--- src/rtl/fetch_queue_pkg.sv ---
// Shared fetch-stage definitions: reset vector, IF/ID entry layout and fetch states.
// Also a helper that sizes occupancy counters for a given queue depth.
package fetch_queue_pkg;

  localparam logic [31:0] PC_RESET_VECTOR = 32'hBFC0_0000;

  typedef struct packed {
    logic [31:0] pc;
    logic [31:0] instr;
    logic        adel;
  } IF_ID_Entry;

  typedef enum logic {
    FETCH_RUN  = 1'b0,
    FETCH_HALT = 1'b1
  } FetchState;

  // Counters must hold the value DEPTH itself, hence the extra bit.
  function automatic int cnt_width(input int depth);
    return $clog2(depth) + 1;
  endfunction

endpackage

--- src/rtl/fetch_queue_if.sv ---
// Fetch-stage signal bundle: instruction-memory port, redirect input and IF->ID handshake.
// master = fetch_queue side, slave = memory/ID environment side.
interface fetch_queue_if;

  logic        inst_req;
  logic [31:0] inst_addr;
  logic        inst_addr_ok;
  logic        inst_data_ok;
  logic [31:0] inst_rdata;

  logic        redirect_valid;
  logic [31:0] redirect_pc;

  logic        id_valid;
  logic        id_ready;
  logic [31:0] id_pc;
  logic [31:0] id_instr;
  logic        id_adel;

  modport master (
    output inst_req,
    output inst_addr,
    input  inst_addr_ok,
    input  inst_data_ok,
    input  inst_rdata,
    input  redirect_valid,
    input  redirect_pc,
    output id_valid,
    input  id_ready,
    output id_pc,
    output id_instr,
    output id_adel
  );

  modport slave (
    input  inst_req,
    input  inst_addr,
    output inst_addr_ok,
    output inst_data_ok,
    output inst_rdata,
    output redirect_valid,
    output redirect_pc,
    input  id_valid,
    output id_ready,
    input  id_pc,
    input  id_instr,
    input  id_adel
  );

endinterface

--- src/rtl/fetch_fifo.sv ---
// In-order fetch queue: slots are reserved at wr_ptr, filled at fill_ptr as data
// returns, and popped at rd_ptr. Pre-filled pushes (AdEL entries) advance fill_ptr too.
module fetch_fifo
  import fetch_queue_pkg::*;
#(
  parameter int DEPTH = 4
) (
  input  logic                 clk,
  input  logic                 resetn,
  input  logic                 flush,
  input  logic                 push,
  input  IF_ID_Entry           push_entry,
  input  logic                 fill,
  input  logic [31:0]          fill_data,
  input  logic                 pop,
  output IF_ID_Entry           head,
  output logic                 head_filled,
  output logic [$clog2(DEPTH):0] count,
  output logic                 full
);

  localparam int PTR_W = $clog2(DEPTH);
  localparam int CNT_W = PTR_W + 1;

  IF_ID_Entry       mem_reg [DEPTH];
  logic [DEPTH-1:0] filled_reg;
  logic [PTR_W-1:0] rd_ptr_reg;
  logic [PTR_W-1:0] wr_ptr_reg;
  logic [PTR_W-1:0] fill_ptr_reg;
  logic [CNT_W-1:0] count_reg;
  logic [CNT_W-1:0] count_next;

  logic             do_push;
  logic             do_fill;
  logic             do_pop;
  logic             push_prefilled;
  logic [DEPTH-1:0] slot_push;
  logic [DEPTH-1:0] slot_fill;

  assign do_push        = push && !flush;
  assign do_fill        = fill && !flush;
  assign do_pop         = pop && !flush && (count_reg != '0);
  assign push_prefilled = do_push && push_entry.adel;

  genvar gi;
  generate
    for (gi = 0; gi < DEPTH; gi++) begin : g_slot
      assign slot_push[gi] = do_push && (wr_ptr_reg == PTR_W'(gi));
      assign slot_fill[gi] = do_fill && (fill_ptr_reg == PTR_W'(gi));
    end
  endgenerate

  // A slot is never reserved and filled in the same cycle: data trails its request.
  always_ff @(posedge clk or negedge resetn) begin
    if (!resetn) begin
      for (int i = 0; i < DEPTH; i++) begin
        mem_reg[i] <= '0;
      end
      filled_reg <= '0;
    end else if (flush) begin
      filled_reg <= '0;
    end else begin
      for (int i = 0; i < DEPTH; i++) begin
        if (slot_push[i]) begin
          mem_reg[i]    <= push_entry;
          filled_reg[i] <= push_entry.adel;
        end else if (slot_fill[i]) begin
          mem_reg[i].instr <= fill_data;
          filled_reg[i]    <= 1'b1;
        end
      end
    end
  end

  assign count_next = count_reg + CNT_W'(do_push) - CNT_W'(do_pop);

  always_ff @(posedge clk or negedge resetn) begin
    if (!resetn) begin
      rd_ptr_reg   <= '0;
      wr_ptr_reg   <= '0;
      fill_ptr_reg <= '0;
      count_reg    <= '0;
    end else if (flush) begin
      rd_ptr_reg   <= '0;
      wr_ptr_reg   <= '0;
      fill_ptr_reg <= '0;
      count_reg    <= '0;
    end else begin
      rd_ptr_reg   <= rd_ptr_reg + PTR_W'(do_pop);
      wr_ptr_reg   <= wr_ptr_reg + PTR_W'(do_push);
      fill_ptr_reg <= fill_ptr_reg + PTR_W'(do_fill) + PTR_W'(push_prefilled);
      count_reg    <= count_next;
    end
  end

  assign head        = mem_reg[rd_ptr_reg];
  assign head_filled = filled_reg[rd_ptr_reg];
  assign count       = count_reg;
  assign full        = (count_reg == CNT_W'(DEPTH));

endmodule

--- src/rtl/fetch_queue.sv ---
// Instruction-fetch stage: owns the PC, issues up to DEPTH outstanding fetches and
// hands {pc, instr, adel} to ID in order; redirects flush and discard stale returns.
module fetch_queue
  import fetch_queue_pkg::*;
#(
  parameter int          DEPTH    = 4,
  parameter logic [31:0] RESET_PC = PC_RESET_VECTOR
) (
  input  logic          clk,
  input  logic          resetn,
  fetch_queue_if.master bus
);

  localparam int         CNT_W   = cnt_width(DEPTH);
  localparam logic [0:0] ST_RUN  = 1'b0;
  localparam logic [0:0] ST_HALT = 1'b1;

  logic [31:0]      pc_reg;
  logic [31:0]      pc_next;
  logic [0:0]       state_reg;
  logic [0:0]       state_next;
  logic [CNT_W-1:0] discard_reg;
  logic [CNT_W-1:0] discard_next;
  logic [CNT_W-1:0] inflight_reg;
  logic [CNT_W-1:0] inflight_next;

  logic             fifo_full;
  logic [CNT_W-1:0] fifo_count;
  IF_ID_Entry       head;
  logic             head_filled;
  IF_ID_Entry       push_entry;

  logic can_fetch;
  logic accept;
  logic misalign;
  logic drop_word;
  logic fill_word;
  logic pop;

  // resetn gates the request so it drops the instant reset is asserted.
  assign can_fetch    = resetn && (state_reg == ST_RUN) && !bus.redirect_valid && !fifo_full;
  assign bus.inst_req = can_fetch && (pc_reg[1:0] == 2'b00);
  assign misalign     = can_fetch && (pc_reg[1:0] != 2'b00);
  assign accept       = bus.inst_req && bus.inst_addr_ok;

  assign drop_word = bus.inst_data_ok && (discard_reg != '0);
  assign fill_word = bus.inst_data_ok && (discard_reg == '0) && !bus.redirect_valid;

  assign push_entry = '{pc: pc_reg, instr: 32'h0, adel: misalign};

  assign bus.inst_addr = pc_reg;
  assign bus.id_valid  = head_filled && (fifo_count != '0) && !bus.redirect_valid;
  assign bus.id_pc     = head.pc;
  assign bus.id_instr  = head.adel ? 32'h0 : head.instr;
  assign bus.id_adel   = head.adel;
  assign pop           = bus.id_valid && bus.id_ready;

  // Requests still in flight at a redirect become words to throw away later.
  always_comb begin
    pc_next       = pc_reg;
    state_next    = state_reg;
    discard_next  = discard_reg;
    inflight_next = inflight_reg;
    if (bus.redirect_valid) begin
      pc_next       = bus.redirect_pc;
      state_next    = ST_RUN;
      discard_next  = discard_reg + inflight_reg - CNT_W'(bus.inst_data_ok);
      inflight_next = '0;
    end else begin
      if (accept) begin
        pc_next = pc_reg + 32'd4;
      end
      if (misalign) begin
        state_next = ST_HALT;
      end
      if (drop_word) begin
        discard_next = discard_reg - CNT_W'(1);
      end
      inflight_next = inflight_reg + CNT_W'(accept) - CNT_W'(fill_word);
    end
  end

  always_ff @(posedge clk or negedge resetn) begin
    if (!resetn) begin
      pc_reg       <= RESET_PC;
      state_reg    <= ST_RUN;
      discard_reg  <= '0;
      inflight_reg <= '0;
    end else begin
      pc_reg       <= pc_next;
      state_reg    <= state_next;
      discard_reg  <= discard_next;
      inflight_reg <= inflight_next;
    end
  end

  fetch_fifo #(
    .DEPTH (DEPTH)
  ) u_fifo (
    .clk         (clk),
    .resetn      (resetn),
    .flush       (bus.redirect_valid),
    .push        (accept || misalign),
    .push_entry  (push_entry),
    .fill        (fill_word),
    .fill_data   (bus.inst_rdata),
    .pop         (pop),
    .head        (head),
    .head_filled (head_filled),
    .count       (fifo_count),
    .full        (fifo_full)
  );

endmodule

--- src/flat_wrapper.sv ---
// flat-port wrapper written by rule: the top's interface ports become plain ports
module fetch_queue_flat import fetch_queue_pkg::*;
#(
  parameter int          DEPTH    = 4,
  parameter logic [31:0] RESET_PC = PC_RESET_VECTOR
)
  (clk, resetn, bus_inst_req, bus_inst_addr, bus_inst_addr_ok, bus_inst_data_ok, bus_inst_rdata, bus_redirect_valid, bus_redirect_pc, bus_id_valid, bus_id_ready, bus_id_pc, bus_id_instr, bus_id_adel);
  fetch_queue_if bus_i ();
  input  logic clk;
  input  logic resetn;
  output wire logic [$bits(bus_i.inst_req)-1:0] bus_inst_req;
  output wire logic [$bits(bus_i.inst_addr)-1:0] bus_inst_addr;
  input wire logic [$bits(bus_i.inst_addr_ok)-1:0] bus_inst_addr_ok;
  input wire logic [$bits(bus_i.inst_data_ok)-1:0] bus_inst_data_ok;
  input wire logic [$bits(bus_i.inst_rdata)-1:0] bus_inst_rdata;
  input wire logic [$bits(bus_i.redirect_valid)-1:0] bus_redirect_valid;
  input wire logic [$bits(bus_i.redirect_pc)-1:0] bus_redirect_pc;
  output wire logic [$bits(bus_i.id_valid)-1:0] bus_id_valid;
  input wire logic [$bits(bus_i.id_ready)-1:0] bus_id_ready;
  output wire logic [$bits(bus_i.id_pc)-1:0] bus_id_pc;
  output wire logic [$bits(bus_i.id_instr)-1:0] bus_id_instr;
  output wire logic [$bits(bus_i.id_adel)-1:0] bus_id_adel;
  assign bus_inst_req = bus_i.inst_req;
  assign bus_inst_addr = bus_i.inst_addr;
  assign bus_i.inst_addr_ok = bus_inst_addr_ok;
  assign bus_i.inst_data_ok = bus_inst_data_ok;
  assign bus_i.inst_rdata = bus_inst_rdata;
  assign bus_i.redirect_valid = bus_redirect_valid;
  assign bus_i.redirect_pc = bus_redirect_pc;
  assign bus_id_valid = bus_i.id_valid;
  assign bus_i.id_ready = bus_id_ready;
  assign bus_id_pc = bus_i.id_pc;
  assign bus_id_instr = bus_i.id_instr;
  assign bus_id_adel = bus_i.id_adel;
  fetch_queue #(.DEPTH(DEPTH), .RESET_PC(RESET_PC)) u_core (.clk(clk), .resetn(resetn), .bus(bus_i));
endmodule
--- config.mk ---
export PLATFORM = sky130hd
export DESIGN_NAME = fetch_queue_flat
export DESIGN_NICKNAME = d
export VERILOG_FILES = /design/src/rtl/fetch_queue_pkg.sv /design/src/rtl/fetch_queue_if.sv /design/src/rtl/fetch_fifo.sv /design/src/rtl/fetch_queue.sv /design/src/flat_wrapper.sv
export SDC_FILE = /design/constraint.sdc
export NUM_CORES = 1
export LEC_CHECK = 0
export CAP_MARGIN = 20
export CORE_MARGIN = 2
export CORE_UTILIZATION = 45
export CTS_CLUSTER_SIZE = 20
export DETAILED_ROUTE_END_ITERATION = 8
export DONT_BUFFER_PORTS = 1
export SYNTH_ARGS = -nofsm -noshare
export SYNTH_HDL_FRONTEND = slang
export SYNTH_SLANG_ARGS = --single-unit
--- constraint.sdc ---
create_clock -name clk -period 2.7 [get_ports clk]
set_input_delay 0.54 -clock clk [delete_from_list [all_inputs] [get_ports clk]]
set_output_delay 0.54 -clock clk [all_outputs]
set_load 0.1 [all_outputs]
==> results of run 1 <==
-- stage by stage --
stage	setup WS, ns	total power (W)	std cells
3_5_place_dp	0.0115	0.0142	1839
4_1_cts	-0.149	0.0194	1908
3_3_place_gp	0.0855	0.0140	1839
2_1_floorplan	-0.577	0.0116	1360
5_1_grt	-0.169	0.0200	1909
6_report	-0.111	0.0192	1909
-- metal layers --
layer | vias to the layer above | wire, um
met5 | - | 0
met4 | 0 | 857
met3 | 59 | 2850
met2 | 356 | 19200
met1 | 5390 | 16200
li1 | 4849 | -
-- cells in the final DEF, fill, tap and decap left out, types with 9 or more instances in the layout --
cell type,count
dfrtp_1,293
mux2_2,63
nor2b_4,26
mux4_2,65
a22o_1,32
xnor2_1,10
nand2_1,400
inv_1,24
nor2_1,26
clkbuf_16,37
nor2b_1,9
o21ai_0,36
nor3_1,9
a21oi_1,106
nand3_1,17
dfstp_2,9
buf_4,66
buf_12,74
ha_1,11
nand4_1,11
-- repair_timing --
item | in CTS | in global routing
endpoints found under the setup margin | 67 | 49
cloned | 5 | 0
gates resized for setup | 12 | 5
endpoints found under the hold margin | 312 | 303
pin swaps | 1 | 2
buffers inserted | 2 | 1
-- power groups by stage --
stage	Clock [W]	Sequential (W)	Combinational (W)
after floorplan	0	0.00655	0.00503
after global placement	0	0.00634	0.00768
after detailed placement	0	0.00639	0.00776
after CTS	0.00518	0.00632	0.00786
after global routing	0.00541	0.00645	0.00815
final	0.00510	0.00632	0.00781
-- area by class of cell --
type	instances	area (sq um)	area share
inverters	27	101	0.00548
clock buffers	53	1070	0.0577
well taps	442	553	0.0299
repair buffers	149	2160	0.117
flip-flops and latches	312	7840	0.424
clock inverters	9	170	0.00920
multi-input cells	917	6600	0.357
-- critical path, cell delays in order (launching register included) --
cell and delay (ns):
dfrtp_4 0.45, mux4_4 0.69, buf_6 0.23, nor2b_2 0.19
buf_12 0.19
-- path summary, 6_finish.rpt --
path | end | slack, ns | depth (start not counted)
worst max-delay path | bus_id_instr[29] | -0.11 | 4
worst min-delay path | u_core.u_fifo.mem_reg[135] | -0.26 | 0
worst max register to register | u_core.u_fifo.count[1] | 0 | 11
worst min register to register | u_core.u_fifo.mem_reg[108] | 0.47 | 2
max in group asynchronous | u_core.bus.inst_addr[15] | 2.41 | 0
min in group clk | u_core.u_fifo.wr_ptr_reg[1] | 0.13 | 1
-- logic make-up after synthesis --
family / count (synthesis) / share of synthesized area
AND/OR/NAND/NOR: 543 / 0.162
flip-flops: 312 / 0.535
AO/OA/AOI/OAI: 205 / 0.0854
multiplexers: 136 / 0.155
buffers and inverters: 132 / 0.0375
XOR/XNOR: 16 / 0.00958
adder cells (fa/ha/maj): 16 / 0.0157
==> flow_metrics.tcl, run 1 <==
set metrics [dict create \
    timing.critical_path.from_type "register" \
    area.growth.synth_to_final_pct 26.4 \
    path_class "register to output port" \
    groute.usage.overall 0.239 \
    clock.fmax_mhz 356 \
    cp_data_arrival_time_ns 2.27 \
    design.final.nets 1528 \
    setup.worst_path.end_class "output port" \
    grt_pass1_vias 10800 \
    cts.clk_slew.worst_paths_ns 0.06 \
    grt_first_pass_wirelength_um 62700 \
    dpl.hpwl_um 23300 \
    share_clk_of_total_power 0.265 \
    max_slew.worst_pin.slew_ns 0.944 \
    ant_cells 0 \
    worst_hold_path_type "input pin to async pin" \
    synth.top_cell.area_share 0.518 \
    timing.final.ws_setup_ns -0.111 \
    vias 10700 \
    crit_path_time_final_ns 2.81 \
    violations "hold timing, setup timing" \
    seq_power_share 0.329 \
    static-leakage-power_nw 8.10 \
    power_density_nw_per_um2 1040 \
    clk-insertion-delay-late_ns 0.51 \
    final_min_period_over_clock_period 1.04 \
    combinationalPowerShare 0.406 \
    synthesized_cell_area_sq_um 14600 \
    asyncSetResetFlopFracSynth 1.00 \
    ys_seq_area_frac 0.535 \
    htree_levels 2 \
    globalRoute.busiestLayer "met2" \
    yosys_warnings 0 \
    cts_root_buf "clkbuf_16" \
    largest_reg_flops 260 \
    synth-main-ff-cell "dfrtp_1" \
    post_dp_cell_area_sq_um 17000 \
    netSwitchingFraction 0.378 \
    slew_headroom 0.368 \
    core_area_sq_um 32300 \
    synth_top_cells_by_count "nand2_1, dfrtp_1, a21oi_1" \
    synth_cell_type_count 49 \
    result_of_the_run "complete, but fails checks" \
    post_drt_wl_per_cell_um 20.5 \
    critical_path.startpoint "u_core.u_fifo.rd_ptr_reg[0]" \
    antenna_left 0 \
    synth-seq-cells 312 \
    groute.layer.met2.usage 0.394 \
    start_util 0.453 \
    floorplan.die_area_sq_um 34000 \
    std_cell_rows 66 \
    grt_start_max_net_pins 315 \
    finalHoldViolCount 303 \
    finalHoldWorstSlack_ns -0.261 \
    fin_skew_ns 0.0162 \
    tns_ns -2.54 \
    finalMaxSlewViolations 0 \
    maximum_clock_insertion_buffer_count 3 \
    timing.final.setup_violations 39 \
    layout-drive-gt1-share 0.279 \
    synth.area.top_cells "dfrtp_1, nand2_1, mux4_2, mux2_2, a21oi_1" \
    num_ports 169 \
    cts_tree "yes" \
    maxCapViolations 0 \
    net-switching-power_w 0.00726 \
    place.port_buffers 0 \
    number_of_fillers_in_the_final_layout 2655 \
    gp_congestion 0.813 \
    first_iter_violations 883 \
    irDropWorstVdd_v 0.000871 \
    internal-power_w 0.0120 \
    clock_sink_count 312 \
    synth.net_count 1446 \
    setup_repair_after_global_routing_missed_its_margin "yes" \
    remaining_drc_errors 0 \
    routing_usage_on_met1 0.322 \
    grt_antenna_before_repair 0 \
    worst_r2r_startpoint "u_core.u_fifo.rd_ptr_reg[0]" \
    synth_edf_count 0 \
    wl_um 39200 \
    utilization 0.573 \
    die_width_um 184 \
    yosys.area.top_type "dfrtp_1" \
    fp.dieH_um 184 \
    viasPerCell 5.58 \
    grt_remaining_overflow 0 \
    stdcell_area_sq_um 18500 \
    firstDrtPassIters 5 \
    cp.required_ns 2.16 \
    postSynthAreaPerCell_sq_um 10.8 \
    syn_inst_count 1360 \
    worst_path_max_fanout 12 \
    synth.most_common_cell "nand2_1" \
    cts-buffers-inserted 35 \
    global_route.usage.met3 0.0514 \
]
Note: power is estimated with default switching activity, not from simulation.
==> inputs of run 2 (changes only) <==
SKIP_CTS_REPAIR_TIMING = 1   (was default)
==> run 2 against run 1 <==
The flow still finishes with violations (hold timing, setup timing). Core utilization barely moved. Final cell count rose by 0.16%. Routed wire length rose by 0.86%. Clock skew fell by 0.00057 ns. Register-to-register slack improved by 0.15 ns. Combinational power barely moved. Cell area barely moved. Flip-flop and latch count did not move. Worst hold slack improved by 0.00053 ns. Critical path type unchanged. Critical endpoint is now bus_id_instr[8].
==> flow_metrics.tcl, run 2 (same netlist as run 1, synthesis figures left out) <==
set metrics [dict create \
    finalHoldWorstSlack_ns -0.261 \
    timing.critical_path.to "bus_id_instr[8]" \
    cpLargestDelayFamily "multiplexers" \
    die_width_um 184 \
    cp_cell_sequence "mux4_4 -> buf_12 -> nor2b_2 -> buf_12" \
    timing.final.setup_violations 32 \
    gp_congestion 0.813 \
    viasPerCell 5.61 \
    fin_skew_ns 0.0156 \
    instances_no_fill 1912 \
    layout-drive-gt1-share 0.280 \
    layout_commonest_cell "nand2_1" \
    grt_remaining_overflow 0 \
    std_cell_rows 66 \
    tns_ns -2.84 \
    setup_repair_after_global_routing_missed_its_margin "yes" \
    cp_data_arrival_time_ns 2.29 \
    groute.usage.overall 0.234 \
    cp.required_ns 2.16 \
    clock_sink_count 312 \
    reg2regPathDepth 11 \
    grt_first_pass_wirelength_um 61800 \
    worst_path_max_fanout 21 \
    cts_tree "yes" \
    post-place-ws_ns 0.0115 \
    path_class "register to output port" \
    grt_antenna_before_repair 0 \
    start_util 0.453 \
    maximum_clock_insertion_buffer_count 3 \
    slew_headroom 0.411 \
    wl_um 39500 \
    critical_path.max_stage_delay_ns 0.69 \
    violations "hold timing, setup timing" \
    result_of_the_run "complete, but fails checks" \
    grt_start_max_net_pins 315 \
    finalHoldViolCount 303 \
    critical_path.startpoint "u_core.u_fifo.rd_ptr_reg[0]" \
    worst-r2r-setup-slack_ns 0.15 \
    floorplan.die_area_sq_um 34000 \
    timing.final.ws_setup_ns -0.126 \
    grt_pass1_vias 10800 \
    mostFrequentLayoutCells "nand2_1, dfrtp_1, a21oi_1" \
    max_slew.worst_pin.slew_ns 0.879 \
    first_iter_violations 817 \
    cp_slowest_cell "mux4_4" \
    vias 10700 \
    cts_root_buf "clkbuf_16" \
    dpl.hpwl_um 23300 \
    remaining_drc_errors 0 \
    crit_path_time_final_ns 2.83 \
    static-leakage-power_nw 8.10 \
    maxCapViolations 0 \
    clock.fmax_mhz 354 \
    place.port_buffers 0 \
    setup.worst_path.end_class "output port" \
    worst_r2r_startpoint "u_core.u_fifo.rd_ptr_reg[0]" \
    area.growth.synth_to_final_pct 26.4 \
    clk-insertion-delay-late_ns 0.51 \
    timing.critical_path.from_type "register" \
    antenna_left 0 \
    worst_path_most_repeated_cell "buf_12" \
    fp.dieH_um 184 \
    design.final.nets 1531 \
    final_min_period_over_clock_period 1.05 \
    cts.clk_slew.worst_paths_ns 0.06 \
    endpoint_of_the_lowest_slack_register_to_register_path "u_core.u_fifo.count[2]" \
    num_ports 169 \
    firstDrtPassIters 5 \
    power_density_nw_per_um2 1040 \
    htree_levels 2 \
    finalMaxSlewViolations 0 \
    worst-path-buf-inv 2 \
    core_area_sq_um 32300 \
    cts-buffers-inserted 35 \
    post_drt_wl_per_cell_um 20.7 \
    ant_cells 0 \
    irDropWorstVdd_v 0.000872 \
    worst_hold_path_type "input pin to async pin" \
    placedCellCount 1839 \
    largest_reg_flops 260 \
    path_depth 4 \
]
-- run 2: changes by cell type in the layout (fill, tap and decap cells not counted), sizes merged --
cell | previous run | this run
bufbuf | 1 | 0
clkbuf | 53 | 56
buf | 148 | 149
-- run 2: area by class of cell --
type | count | area (sq um)
timing repair buffer | 152 | 2160
clock buffer | 53 | 1070
sequential | 312 | 7840
multi-input combinational | 917 | 6590
tap | 442 | 553
inverter | 27 | 101
clock inverter | 9 | 170
fill | 2653 | 13800
-- run 2: per-stage QoR --
| stage | total power [W] | utilization | instance area, sq um |
|---|---|---|---|
| after global placement | 0.0140 | 0.527 | 17000 |
| after detailed placement | 0.0142 | 0.527 | 17000 |
| after floorplan | 0.0116 | - | 14800 |
| final | 0.0192 | 0.572 | 18500 |
| after global routing | 0.0200 | 0.572 | 18500 |
| after CTS | 0.0193 | 0.566 | 18300 |
-- run 2: how the worst min path moves through the flow --
stage	startpoint	endpoint
after floorplan	resetn	u_core.bus.inst_addr[0]
after global placement	resetn	u_core.u_fifo.mem_reg[135]
after detailed placement	resetn	u_core.u_fifo.mem_reg[5]
after CTS	resetn	u_core.u_fifo.mem_reg[135]
after global routing	resetn	u_core.u_fifo.mem_reg[135]
final	resetn	u_core.u_fifo.mem_reg[135]
-- run 2: routing by layer --
| layer | vias up | wire [um] | track usage |
|---|---|---|---|
| met1 | 5429 | 16400 | 0.315 |
| met2 | 381 | 19300 | 0.388 |
| li1 | 4859 | - | - |
| met4 | 0 | 881 | 0.0602 |
| met5 | - | 0 | 0 |
| met3 | 58 | 2940 | 0.0492 |
-- run 2: power by group --
| part | switching (W) | internal [W] | total [W] | leakage [nW] |
|---|---|---|---|---|
| Sequential | 0.000593 | 0.00573 | 0.00633 | 4.14 |
| Combinational | 0.00478 | 0.00303 | 0.00781 | 3.36 |
| Clock | 0.00190 | 0.00320 | 0.00509 | 0.609 |
==> inputs of run 3 (changes only) <==
SYNTH_HIERARCHICAL = 1   (was default)
==> run 3 against run 2 <==
The run still ends with hold timing, setup timing left. Worst hold slack got worse by 0.0064 ns. Fmax fell by 5.0%. Critical path depth increased by 1. Setup slack lost 0.15 ns. Clock skew grew 0.0059 ns. Die area increased by 6.9%. Final cell count increased by 3.5%. Sequential share of layout area down 2.5 points. Global-route usage decreased by 2.3 points. Combinational power down 4.7%. Register-to-register slack got worse by 0.07 ns. Critical endpoint is now bus_id_instr[14]. Largest cell class is now multi-input combinational cells.
==> flow_metrics.tcl, run 3 <==
set metrics [dict create \
    cp_slowest_cell "mux4_4" \
    max_slew.worst_pin.slew_ns 0.837 \
    critical_path.max_stage_delay_ns 0.70 \
    setup_repair_after_global_routing_missed_its_margin "yes" \
    syn_inst_count 1291 \
    yosys.area.top_type "dfrtp_1" \
    start_util 0.456 \
    netSwitchingFraction 0.394 \
    worst-path-buf-inv 3 \
    remaining_drc_errors 0 \
    asyncSetResetFlopFracSynth 1.00 \
    reg2regPathDepth 11 \
    worst_hold_path_type "input pin to async pin" \
    path_class "register to output port" \
    result_of_the_run "complete, but fails checks" \
    synthesized_cell_area_sq_um 15700 \
    post_dp_cell_area_sq_um 18200 \
    synth_top_cells_by_count "dfrtp_1, nand2_1, mux2i_1" \
    mostFrequentLayoutCells "dfrtp_1, nand2_1, mux2i_1" \
    synth-main-ff-cell "dfrtp_1" \
    post-place-ws_ns -0.0336 \
    cts.clk_slew.worst_paths_ns 0.06 \
    finalHoldWorstSlack_ns -0.267 \
    grt_first_pass_wirelength_um 60100 \
    cts-buffers-inserted 36 \
    finalMaxSlewViolations 0 \
    maxCapViolations 0 \
    clk-insertion-delay-late_ns 0.52 \
    combinationalPowerShare 0.410 \
    cp_data_arrival_time_ns 2.43 \
    cts_tree "yes" \
    num_ports 169 \
    stdcell_area_sq_um 19600 \
    final_min_period_over_clock_period 1.10 \
    synth-seq-cells 312 \
    share_clk_of_total_power 0.266 \
    slew_headroom 0.442 \
    maximum_clock_insertion_buffer_count 3 \
    worst_path_max_fanout 8 \
    static-leakage-power_nw 8.73 \
    worst_path_most_repeated_cell "buf_12" \
    timing.final.ws_setup_ns -0.274 \
    layout_commonest_cell "dfrtp_1" \
    cts_root_buf "clkbuf_16" \
    cp_cell_sequence "buf_12 -> mux4_4 -> clkbuf_16 -> nor2b_4 -> buf_12" \
    net-switching-power_w 0.00715 \
    grt_start_max_net_pins 314 \
    area.growth.synth_to_final_pct 25.2 \
    fp.dieH_um 191 \
    grt_antenna_before_repair 0 \
    clock_sink_count 312 \
    ant_cells 0 \
    utilization 0.570 \
    place.port_buffers 0 \
    core_area_sq_um 34400 \
    ys_seq_area_frac 0.499 \
    grt_pass1_vias 10900 \
    std_cell_rows 68 \
    number_of_fillers_in_the_final_layout 2864 \
    floorplan.die_area_sq_um 36300 \
    dpl.hpwl_um 23200 \
    synth_cell_type_count 59 \
    synth.area.top_cells "dfrtp_1, mux4_2, mux2_2, mux2i_1, o21ai_0" \
    combined_area_of_the_multi_input_logic_cells_sq_um 8080 \
    timing.final.setup_violations 63 \
    design.final.nets 1585 \
    cpLargestDelayFamily "multiplexers" \
    worst-r2r-setup-slack_ns 0.08 \
    cp.required_ns 2.16 \
    fin_skew_ns 0.0215 \
    groute.usage.overall 0.211 \
    endpoint_of_the_lowest_slack_register_to_register_path "u_core/u_fifo/count[1]" \
    internal-power_w 0.0110 \
    htree_levels 2 \
    synth_edf_count 0 \
    clock.fmax_mhz 336 \
    finalHoldViolCount 303 \
    power_density_nw_per_um2 926 \
    yosys_warnings 6 \
    crit_path_time_final_ns 2.97 \
    irDropWorstVdd_v 0.000618 \
    layout-drive-gt1-share 0.299 \
    grt_remaining_overflow 0 \
    first_iter_violations 614 \
    postSynthAreaPerCell_sq_um 12.1 \
    synth.top_cell.area_share 0.484 \
    die_width_um 191 \
    wl_um 37900 \
    violations "hold timing, setup timing" \
    synth.most_common_cell "dfrtp_1" \
    setup.worst_path.end_class "output port" \
    firstDrtPassIters 5 \
    gp_congestion 0.770 \
    antenna_left 0 \
    worst_r2r_startpoint "u_core/u_fifo/rd_ptr_reg[0]" \
    timing.critical_path.from_type "register" \
    post_drt_wl_per_cell_um 19.2 \
    seq_power_share 0.323 \
    seqCellArea_sq_um 7830 \
    largest_reg_flops 260 \
    viasPerCell 5.29 \
    vias 10500 \
]
run 3: area by class of cell:
| type | count | share of cell area |
|---|---|---|
| Multi-Input combinational cell | 991 | 0.412 |
| Inverter | 26 | 0.00498 |
| Tap cell | 455 | 0.0290 |
| Sequential cell | 312 | 0.399 |
| Clock buffer | 48 | 0.0514 |
| Clock inverter | 15 | 0.00830 |
| Timing Repair Buffer | 132 | 0.0951 |
run 3: worst max-delay path by stage:
stage                                startpoint                      to  slack, ns  cells past startpoint
CTS                 u_core/u_fifo/rd_ptr_reg[0]         bus_id_instr[5]      -0.43                      5
global placement                         resetn  u_core/u_fifo/count[1]       0.06                     12
detailed placement                       resetn  u_core/u_fifo/count[1]      -0.03                     12
floorplan           u_core/u_fifo/rd_ptr_reg[0]  u_core/u_fifo/count[1]      -0.52                     11
global route        u_core/u_fifo/rd_ptr_reg[0]        bus_id_instr[13]      -0.34                      5
finish              u_core/u_fifo/rd_ptr_reg[0]        bus_id_instr[14]      -0.27                      5
run 3: kinds of logic after synthesis:
| family | Yosys count | synth area share |
|---|---|---|
| AOI/OAI and AO/OA | 193 | 0.0674 |
| and+or+nand+nor | 306 | 0.0966 |
| muxes | 329 | 0.273 |
| adders and majority gates | 16 | 0.0147 |
| other | 1 | 0.000239 |
| xor gates and xnor gates | 19 | 0.0106 |
| DFF | 312 | 0.499 |
| buffers and inverters | 115 | 0.0377 |
run 3: layer usage:
layer | part of all wire | up-vias | track usage
li1 | - | 4935 | -
met1 | 0.43 | 5269 | 0.278
met2 | 0.48 | 216 | 0.347
met3 | 0.065 | 54 | 0.0563
met4 | 0.020 | 0 | 0.0531
met5 | 0 | - | 0
run 3: per-stage QoR:
step,total power [W],TNS (ns),instances
after detailed placement,0.0133,-0.0371,1902
after global placement,0.0132,0,1902
after floorplan,0.0114,-2.44,1418
after CTS,0.0182,-23.81,1965
final,0.0182,-11.95,1979
after global routing,0.0189,-17.16,1979
run 3: power groups by stage:
stage / Clock [W] / Combinational (W) / Sequential (W)
detailed placement: 0 / 0.00740 / 0.00593
floorplan: 0 / 0.00526 / 0.00615
global route: 0.00515 / 0.00776 / 0.00597
CTS: 0.00496 / 0.00741 / 0.00587
finish: 0.00484 / 0.00744 / 0.00587
global placement: 0 / 0.00733 / 0.00592
